==> src/rtl/branch_pkg.sv <==
// Shared definitions for the execute-stage branch resolver: branch condition
// codes, the 2-bit bimodal counter type and its saturating update helpers.
package branch_pkg;

    localparam logic [2:0] F3_BEQ  = 3'b000;
    localparam logic [2:0] F3_BNE  = 3'b001;
    localparam logic [2:0] F3_BLT  = 3'b100;
    localparam logic [2:0] F3_BGE  = 3'b101;
    localparam logic [2:0] F3_BLTU = 3'b110;
    localparam logic [2:0] F3_BGEU = 3'b111;

    typedef enum logic [1:0] {
        SNT = 2'b00,
        WNT = 2'b01,
        WT  = 2'b10,
        ST  = 2'b11
    } cnt_t;

    function automatic cnt_t cnt_inc(input cnt_t c);
        logic [1:0] n;
        n = c + 2'b01;
        return (c == ST) ? ST : cnt_t'(n);
    endfunction

    function automatic cnt_t cnt_dec(input cnt_t c);
        logic [1:0] n;
        n = c - 2'b01;
        return (c == SNT) ? SNT : cnt_t'(n);
    endfunction

    function automatic cnt_t cnt_update(input cnt_t c, input logic taken);
        return taken ? cnt_inc(c) : cnt_dec(c);
    endfunction

endpackage

==> src/rtl/bht_2bit.sv <==
// Bimodal branch history table: array of 2-bit saturating counters with one
// combinational read port and one clocked update port (read-before-write).
module bht_2bit
    import branch_pkg::*;
#(
    parameter int          BHT_DEPTH = 64,
    parameter logic [1:0]  CNT_INIT  = 2'b01,
    localparam int         IDX_W     = $clog2(BHT_DEPTH)
) (
    input  logic             clk,
    input  logic             rst,
    input  logic [IDX_W-1:0] rd_idx_i,
    output cnt_t             rd_cnt_o,
    input  logic             upd_en_i,
    input  logic [IDX_W-1:0] upd_idx_i,
    input  logic             upd_taken_i
);

    cnt_t cnt_q [BHT_DEPTH];

    always_ff @(posedge clk or posedge rst) begin
        if (rst) begin
            for (int i = 0; i < BHT_DEPTH; i++) begin
                cnt_q[i] <= cnt_t'(CNT_INIT);
            end
        end else if (upd_en_i) begin
            cnt_q[upd_idx_i] <= cnt_update(cnt_q[upd_idx_i], upd_taken_i);
        end
    end

    // Reads the registered array, so a same-cycle update is not visible yet.
    assign rd_cnt_o = cnt_q[rd_idx_i];

endmodule

==> src/rtl/branch_resolve_bht.sv <==
// Execute-stage branch resolution: evaluates branch conditions and jump targets,
// issues a registered one-cycle redirect on mispredict, trains the BHT, counts events.
module branch_resolve_bht
    import branch_pkg::*;
#(
    parameter int         XLEN      = 32,
    parameter int         BHT_DEPTH = 64,
    parameter logic [1:0] CNT_INIT  = 2'b01,
    parameter int         PERF_W    = 16
) (
    input  logic              clk,
    input  logic              rst,
    input  logic [XLEN-1:0]   if_pc,
    output logic              pred_taken,
    input  logic              ex_valid,
    input  logic              ex_branch,
    input  logic              ex_jal,
    input  logic              ex_jalr,
    input  logic [2:0]        ex_funct3,
    input  logic [XLEN-1:0]   ex_rs1,
    input  logic [XLEN-1:0]   ex_rs2,
    input  logic [XLEN-1:0]   ex_pc,
    input  logic [XLEN-1:0]   ex_imm,
    input  logic              ex_pred_taken,
    output logic              redirect,
    output logic [XLEN-1:0]   redirect_pc,
    output logic [PERF_W-1:0] branch_cnt,
    output logic [PERF_W-1:0] mispred_cnt
);

    localparam int IDX_W = $clog2(BHT_DEPTH);

    logic              redirect_q,    redirect_d;
    logic [XLEN-1:0]   redirect_pc_q, redirect_pc_d;
    logic [PERF_W-1:0] branch_cnt_q,  branch_cnt_d;
    logic [PERF_W-1:0] mispred_cnt_q, mispred_cnt_d;

    logic            eff_valid;
    logic            is_jalr, is_jal, is_br;
    logic            cond_taken;
    logic            train_en;
    logic [XLEN-1:0] br_target, jalr_sum, jalr_target, fall_through;
    cnt_t            rd_cnt;
    logic            unused_bits;

    bht_2bit #(
        .BHT_DEPTH (BHT_DEPTH),
        .CNT_INIT  (CNT_INIT)
    ) u_bht (
        .clk         (clk),
        .rst         (rst),
        .rd_idx_i    (if_pc[IDX_W+1:2]),
        .rd_cnt_o    (rd_cnt),
        .upd_en_i    (train_en),
        .upd_idx_i   (ex_pc[IDX_W+1:2]),
        .upd_taken_i (cond_taken)
    );

    assign pred_taken  = rd_cnt[1];
    assign unused_bits = ^{if_pc[XLEN-1:IDX_W+2], if_pc[1:0], rd_cnt[0]};

    always_comb begin
        cond_taken = 1'b0;
        unique case (ex_funct3)
            F3_BEQ:  cond_taken = (ex_rs1 == ex_rs2);
            F3_BNE:  cond_taken = (ex_rs1 != ex_rs2);
            F3_BLT:  cond_taken = ($signed(ex_rs1) <  $signed(ex_rs2));
            F3_BGE:  cond_taken = ($signed(ex_rs1) >= $signed(ex_rs2));
            F3_BLTU: cond_taken = (ex_rs1 <  ex_rs2);
            F3_BGEU: cond_taken = (ex_rs1 >= ex_rs2);
            default: cond_taken = 1'b0;
        endcase
    end

    always_comb begin
        // The instruction sitting in EX while a redirect is out is wrong-path.
        eff_valid    = ex_valid & ~redirect_q;
        is_jalr      = ex_jalr;
        is_jal       = ex_jal & ~ex_jalr;
        is_br        = ex_branch & ~ex_jal & ~ex_jalr;
        br_target    = ex_pc + ex_imm;
        jalr_sum     = ex_rs1 + ex_imm;
        jalr_target  = {jalr_sum[XLEN-1:1], 1'b0};
        fall_through = ex_pc + XLEN'(4);
        train_en     = eff_valid & is_br;

        redirect_d    = 1'b0;
        redirect_pc_d = '0;
        if (eff_valid) begin
            if (is_jalr) begin
                redirect_d    = 1'b1;
                redirect_pc_d = jalr_target;
            end else if (is_jal) begin
                redirect_d    = 1'b1;
                redirect_pc_d = br_target;
            end else if (is_br && (cond_taken != ex_pred_taken)) begin
                redirect_d    = 1'b1;
                redirect_pc_d = cond_taken ? br_target : fall_through;
            end
        end

        branch_cnt_d = branch_cnt_q;
        if (train_en && (branch_cnt_q != '1)) begin
            branch_cnt_d = branch_cnt_q + PERF_W'(1);
        end
        mispred_cnt_d = mispred_cnt_q;
        if (redirect_d && (mispred_cnt_q != '1)) begin
            mispred_cnt_d = mispred_cnt_q + PERF_W'(1);
        end
    end

    always_ff @(posedge clk or posedge rst) begin
        if (rst) begin
            redirect_q    <= 1'b0;
            redirect_pc_q <= '0;
            branch_cnt_q  <= '0;
            mispred_cnt_q <= '0;
        end else begin
            redirect_q    <= redirect_d;
            redirect_pc_q <= redirect_pc_d;
            branch_cnt_q  <= branch_cnt_d;
            mispred_cnt_q <= mispred_cnt_d;
        end
    end

    assign redirect    = redirect_q;
    assign redirect_pc = redirect_pc_q;
    assign branch_cnt  = branch_cnt_q;
    assign mispred_cnt = mispred_cnt_q;

endmodule

==> config.mk <==
export PLATFORM = sky130hd
export DESIGN_NAME = branch_resolve_bht
export DESIGN_NICKNAME = d
export VERILOG_FILES = /design/src/rtl/branch_pkg.sv /design/src/rtl/bht_2bit.sv /design/src/rtl/branch_resolve_bht.sv
export SDC_FILE = /design/constraint.sdc
export NUM_CORES = 1
export LEC_CHECK = 0
export ABC_AREA = 1
export CAP_MARGIN = 0
export CELL_PAD_IN_SITES_DETAIL_PLACEMENT = 0
export CELL_PAD_IN_SITES_GLOBAL_PLACEMENT = 1
export CORE_UTILIZATION = 43
export CTS_CLUSTER_DIAMETER = 30
export DETAILED_ROUTE_END_ITERATION = 6
export DONT_BUFFER_PORTS = 1
export GPL_ROUTABILITY_DRIVEN = 0
export PLACE_DENSITY_LB_ADDON = 0.1
export SYNTH_ARGS = -nofsm -noshare
export SYNTH_HDL_FRONTEND = slang
export SYNTH_SLANG_ARGS = --single-unit
==> constraint.sdc <==
create_clock -name clk -period 5.65 [get_ports clk]
set_clock_uncertainty 0.15 [all_clocks]
set_input_delay 0.8475 -clock clk [delete_from_list [all_inputs] [get_ports clk]]
set_output_delay 0.8475 -clock clk [all_outputs]
set_load 0.05 [all_outputs]
==> results of run 1 <==
-- final timing paths --
check	slack, ns	cells after the start	end	startpoint
worst min-delay path	0.18	1	redirect_pc[11]$_DFF_PP0_	rst
worst min register to register	0.33	2	u_bht.cnt_q[100]$_DFFE_PP1P_	u_bht.cnt_q[100]$_DFFE_PP1P_
min in group clk	0.33	2	u_bht.cnt_q[100]$_DFFE_PP1P_	u_bht.cnt_q[100]$_DFFE_PP1P_
max in group asynchronous	3.85	2	redirect_pc[15]$_DFF_PP0_	rst
worst max register to register	1.91	9	mispred_cnt[0]$_DFFE_PP0P_	mispred_cnt[0]$_DFFE_PP0P_
worst max-delay path	1.42	16	u_bht.cnt_q[59]$_DFFE_PP0P_	ex_rs2[31]
-- report_power, final --
part / switching [uW] / internal, uW / total, uW
combinational: 628 / 285 / 913
sequential: 238 / 1440 / 1680
clock: 582 / 634 / 1220
total: 1450 / 2360 / 3810
-- cell families (layout without fill, tap and decap cells) --
group	Yosys count	count (layout)	synth area share, %
and+or+nand+nor	980	980	27.5
DFF	193	193	31.7
AOI/OAI and AO/OA	518	518	20.2
adders and majority gates	98	98	8.01
xor gates and xnor gates	82	82	4.63
buffers and inverters	289	261	7.94
-- cell type report --
class / instances / area (um^2)
inverter: 217 / 818
tap: 461 / 577
clock inverter: 14 / 149
multi-input combinational: 1678 / 9390
clock buffer: 18 / 439
fill: 3714 / 19100
timing repair buffer: 12 / 140
sequential: 193 / 4910
-- synthesized netlist by cell type (6+ instances only) --
cell and n:
a21oi_1 143, o211ai_1 14, buf_4 10, nor4_1 15, dfrtp_1 129, inv_1 206
nand4_1 55, o21ai_0 179, nor2_1 162, o22ai_1 8, a31oi_1 9, ha_1 96
a22oi_1 18, nor3_1 34, o2111ai_1 6, o21ai_2 59, a21o_1 6, a221oi_1 9
o21a_1 8, nand2_1 535, buf_2 15, inv_2 9, o21ai_1 26, nand3_1 141
o221ai_1 7, xor2_1 65, buf_6 12, clkbuf_1 33, nor3_2 6, xnor2_1 17
dfstp_2 64
-- critical path: cells and delay by family --
| kind | cells | cell delay, ns |
|---|---|---|
| AOI/OAI and AO/OA | 2 | 0.51 |
| adders and majority gates | 1 | 0.44 |
| buffers and inverters | 3 | 0.70 |
| and+or+nand+nor | 10 | 1.89 |
-- sequential cells by signal, summed over array words and instances, names as in the netlist --
name and flops:
u_bht.cnt_q 128, redirect_pc 32, branch_cnt 16, mispred_cnt 16
redirect 1
-- metrics by stage --
| step | hold WS (ns) | power (uW) | setup WS (ns) | instances | instance area (um^2) |
|---|---|---|---|---|---|
| 2_1_floorplan | 0.303 | 2370 | 1.56 | 2160 | 15500 |
| 3_3_place_gp | 0.316 | 2600 | 0.987 | 2561 | 15800 |
| 3_5_place_dp | 0.321 | 2610 | 0.910 | 2561 | 15800 |
| 4_1_cts | 0.182 | 3830 | 1.38 | 2593 | 16400 |
| 5_1_grt | 0.217 | 4000 | 1.15 | 2593 | 16400 |
| 6_report | 0.176 | 3810 | 1.42 | 2593 | 16400 |
-- routing by layer --
metal	routed length [um]	part of all wire (%)	track usage (%)	vias to the layer above
met5	0	0	0	-
met4	2280	4.4	13.2	0
li1	-	-	-	7276
met1	22800	44	36.2	6954
met2	24400	47	47.1	420
met3	2670	5.1	4.49	97
==> results.yml, run 1 <==
outcome:
  status: "completed"
cts:
  clkSinkCount: 193
  cts-resized-gates: 0
  cts_tree: "built"
  cts.path.max_buffers: 2
  clk_pin_slew_ns: 0.08
  postCtsSetupRepairBufs: 0
  cts_hold_buf: 0
  clk-insertion-delay-late_ns: 0.45
  cts-root-buf: "clkbuf_16"
  numCtsBuffers: 17
  htreeDepth: 4
synthesis:
  synth.top_cell.area_share_pct: 20.8
  postSynthCellCount: 2160
  synthTopCellsByArea: "dfrtp_1 (21%), nand2_1 (13%), dfstp_2 (11%), ha_1 (7.7%), o21ai_0 (5.8%)"
  synth_async_sr_flop_share_pct: 100
  yosys_register_bits: 193
  synth.distinct_cells: 58
  syn-cell-area_um2: 15500
  synth-seq-area-share_pct: 31.7
  yosys.area.top_type: "dfrtp_1"
  avgSynthCellArea_um2: 7.18
  synthesis.nets: 2428
  yosys_warnings: 0
  synth_top_flop_cell: "dfrtp_1"
  synth_edf_count: 0
critical_path:
  crit_top_cell: "nand2_1"
  crit_chain: "inv_1 -> ha_1 -> nand2_1 -> nor2_1 -> nand2_1 -> nor3b_2 -> nand2_1 -> nand3_1 -> nand3_1 -> nand2_1 -> nand3_2 -> inv_1 -> nand2_1 -> o21ai_4 -> buf_12 -> o21ai_0"
  crit_type: "in2reg"
  slowest_delay_ns: 0.44
  endpoint_kind: "flop"
  worst_ep_required_time_ns: 5.82
  crit_slowest_cell: "ha_1"
  worstPathArrival_ns: 4.39
  start_kind: "input port"
  critPathMaxFanout: 36
layout:
  fin_util_pct: 46.3
  antennaDiodeCount: 0
  drive_gt1_share_pct: 9.94
  layout_commonest_cell: "nand2_1"
  layout_common_cells: "nand2_1 (535), inv_1 (205), o21ai_0 (179)"
  area_growth_pct: 5.91
  nNetsFinal: 2387
routing:
  dr_total_vias: 14700
  wl_per_cell_um: 20.1
  firstDrtPassIters: 5
  ant_nets: 0
  via_per_inst: 5.69
  drt_iter0_markers: 937
  finalWirelength_mm: 52.2
  remaining_drc_errors: 0
sta:
  finalHoldViolations: 0
  finalCritPeriodShare_pct: 74.8
  rsz0062_at_grt: "no"
  tns_ns: 0
  period_needed_ns: 4.23
  fmax_ghz: 0.237
  drv_slew: 0
  worst_pin_slew_ns: 1.07
  relSlewSlack_pct: 28.6
  setup_viol: 0
die:
  initial_core_util_pct: 43.7
  die_y_um: 192
  die_width_um: 192
  dieArea_um2: 36800
  coreArea_um2: 35500
  io_pins: 236
  rows: 69
grt:
  grt.total_usage_pct: 28.5
  grt_pass1_wl_mm: 80.0
  overflow: 0
  antenna_found_initial: 0
  first_global_vias: 14200
  grt_max_degree: 169
power:
  leakage_uw: 0.00735
  ir_drop_v: 0.000209
  power_density_nw_per_um2: 232
flow_run:
  drv_cap: 0
placement:
  io_buffers: 0
  hpwl_mm: 40.1
min_path:
  hold_path_class: "in2async"
Power figures use the tool's default switching activity.
==> run 2: changes to the inputs <==
--- a/config.mk
+++ b/config.mk
@@ -9,7 +9,7 @@
 export CAP_MARGIN = 0
 export CELL_PAD_IN_SITES_DETAIL_PLACEMENT = 0
 export CELL_PAD_IN_SITES_GLOBAL_PLACEMENT = 1
-export CORE_UTILIZATION = 43
+export CORE_UTILIZATION = 45
 export CTS_CLUSTER_DIAMETER = 30
 export DETAILED_ROUTE_END_ITERATION = 6
 export DONT_BUFFER_PORTS = 1
==> constraint.sdc (replaced) <==
create_clock -name clk -period 4.28 [get_ports clk]
set_clock_uncertainty 0.15 [all_clocks]
set_input_delay 0.642 -clock clk [delete_from_list [all_inputs] [get_ports clk]]
set_output_delay 0.642 -clock clk [all_outputs]
set_load 0.05 [all_outputs]
==> run 2 against run 1 <==
  * Combinational power grew 34%
  * Global-route usage grew 0.87 points
  * Register-to-register slack lost 0.66 ns
  * Final cell count grew 0.19%
  * Die area shrank 4.4%
  * Routed wire length shrank 1.9%
  * Clock power grew 42%
  * Setup slack lost 0.55 ns
==> results.yml, run 2 (synthesized netlist as in run 1, its figures left out) <==
outcome:
  status: "completed"
grt:
  grtUsageMet1_pct: 37.5
  grtUsageMet2_pct: 47.8
  grt.total_usage_pct: 29.3
  antenna_found_initial: 0
  first_global_vias: 14600
  busiest_layer: "met2"
  grt_max_degree: 87
  overflow: 0
  grt_pass1_wl_mm: 81.2
  grt_use_met3_pct: 4.87
cts:
  cts-root-buf: "clkbuf_16"
  numCtsBuffers: 17
  cts_hold_buf: 0
  cts_tree: "built"
  cts.path.max_buffers: 2
  postCtsSetupRepairBufs: 0
  clk-insertion-delay-late_ns: 0.44
  clkSinkCount: 193
  clk_pin_slew_ns: 0.07
  htreeDepth: 4
  cts-resized-gates: 0
routing:
  dr_total_vias: 14900
  finalWirelength_mm: 51.2
  drt_iter0_markers: 988
  via_per_inst: 5.75
  firstDrtPassIters: 7
  remaining_drc_errors: 0
  wl_per_cell_um: 19.7
  ant_nets: 0
layout:
  layout_commonest_cell: "nand2_1"
  fin_util_pct: 49.2
  multi_input_area_um2: 9370
  layout_common_cells: "nand2_1 (535), inv_1 (205), o21ai_0 (179)"
  drive_gt1_share_pct: 10.7
  area_growth_pct: 6.97
  seq_area_um2: 4910
  regMostFlops: "u_bht.cnt_q"
  antennaDiodeCount: 0
  largest_reg_flops: 128
  nNetsFinal: 2405
  nFillCells: 3488
critical_path:
  slowest_delay_ns: 0.58
  endpoint_kind: "output port"
  crit_chain: "inv_1 -> buf_4 -> o21ai_0 -> o22ai_1 -> o21ai_0 -> o32ai_1 -> nor2_1 -> o31ai_2 -> buf_4"
  r2r.worst_path.cells: 12
  critPathMaxFanout: 36
  crit_type: "in2out"
  start_kind: "input port"
  worstPathArrival_ns: 2.61
  worst_ep_required_time_ns: 3.49
  crit_slowest_cell: "inv_1"
sta:
  worst_pin_slew_ns: 1.02
  period_needed_ns: 3.41
  drv_slew: 0
  finalCritPeriodShare_pct: 79.6
  rsz0062_at_grt: "no"
  setup_viol: 0
  holdWs_ns: 0.144
  tns_ns: 0
  finalHoldViolations: 0
  fmax_ghz: 0.294
  relSlewSlack_pct: 31.5
die:
  rows: 67
  io_pins: 236
  die_width_um: 188
  initial_core_util_pct: 46.0
  coreArea_um2: 33700
  die_y_um: 188
  dieArea_um2: 35200
flow_run:
  drv_cap: 0
power:
  leakage_uw: 0.00746
  finalPower_uw: 5170
  power_density_nw_per_um2: 312
  ir_drop_v: 0.000293
placement:
  io_buffers: 0
  hpwl_mm: 39.5
min_path:
  hold_path_class: "in2async"
run 2: per-stage QoR:
step	cell area, um^2	instances	setup WS, ns
3_5_place_dp	16000	2566	0.551
3_3_place_gp	16000	2566	0.585
6_report	16600	2598	0.874
2_1_floorplan	15500	2160	0.604
4_1_cts	16600	2598	0.881
5_1_grt	16600	2598	0.689
run 2: critical path, delay by kind of cell:
family	cells	cell delay, ns
and+or+nand+nor	1	0.08
buffers and inverters	3	1.11
AOI/OAI and AO/OA	5	0.78
run 2: per-layer routing:
metal | share of wire, % | vias up | wire length [um]
met5 | 0 | - | 0
met4 | 4.6 | 0 | 2380
met3 | 6.5 | 106 | 3340
met2 | 46 | 499 | 23800
met1 | 42 | 7003 | 21700
li1 | - | 7330 | -
run 2: area by class of cell:
type / count / area share, %
multi-input cells: 1678 / 56.5
flip-flops and latches: 193 / 29.6
inverters: 217 / 4.93
well taps: 448 / 3.38
clock buffers: 18 / 2.59
repair buffers: 30 / 1.74
clock inverters: 14 / 1.22
run 2: worst paths after layout:
check | startpoint | end | slack, ns
min in group clk | ex_jalr | redirect_pc[28]$_DFF_PP0_ | 0.24
max in group asynchronous | rst | u_bht.cnt_q[68]$_DFFE_PP1P_ | 2.86
worst max register to register | mispred_cnt[0]$_DFFE_PP0P_ | mispred_cnt[4]$_DFFE_PP0P_ | 1.25
worst max-delay path | if_pc[2] | pred_taken | 0.87
worst min-delay path | rst | redirect_pc[8]$_DFF_PP0_ | 0.14
worst min register to register | u_bht.cnt_q[14]$_DFFE_PP1P_ | u_bht.cnt_q[14]$_DFFE_PP1P_ | 0.33
run 2: power breakdown:
group	switching, uW	internal (uW)	leakage (uW)
registers	314	1910	0.00240
clock network	737	989	0.000299
logic	831	393	0.00476
total	1880	3290	0.00746
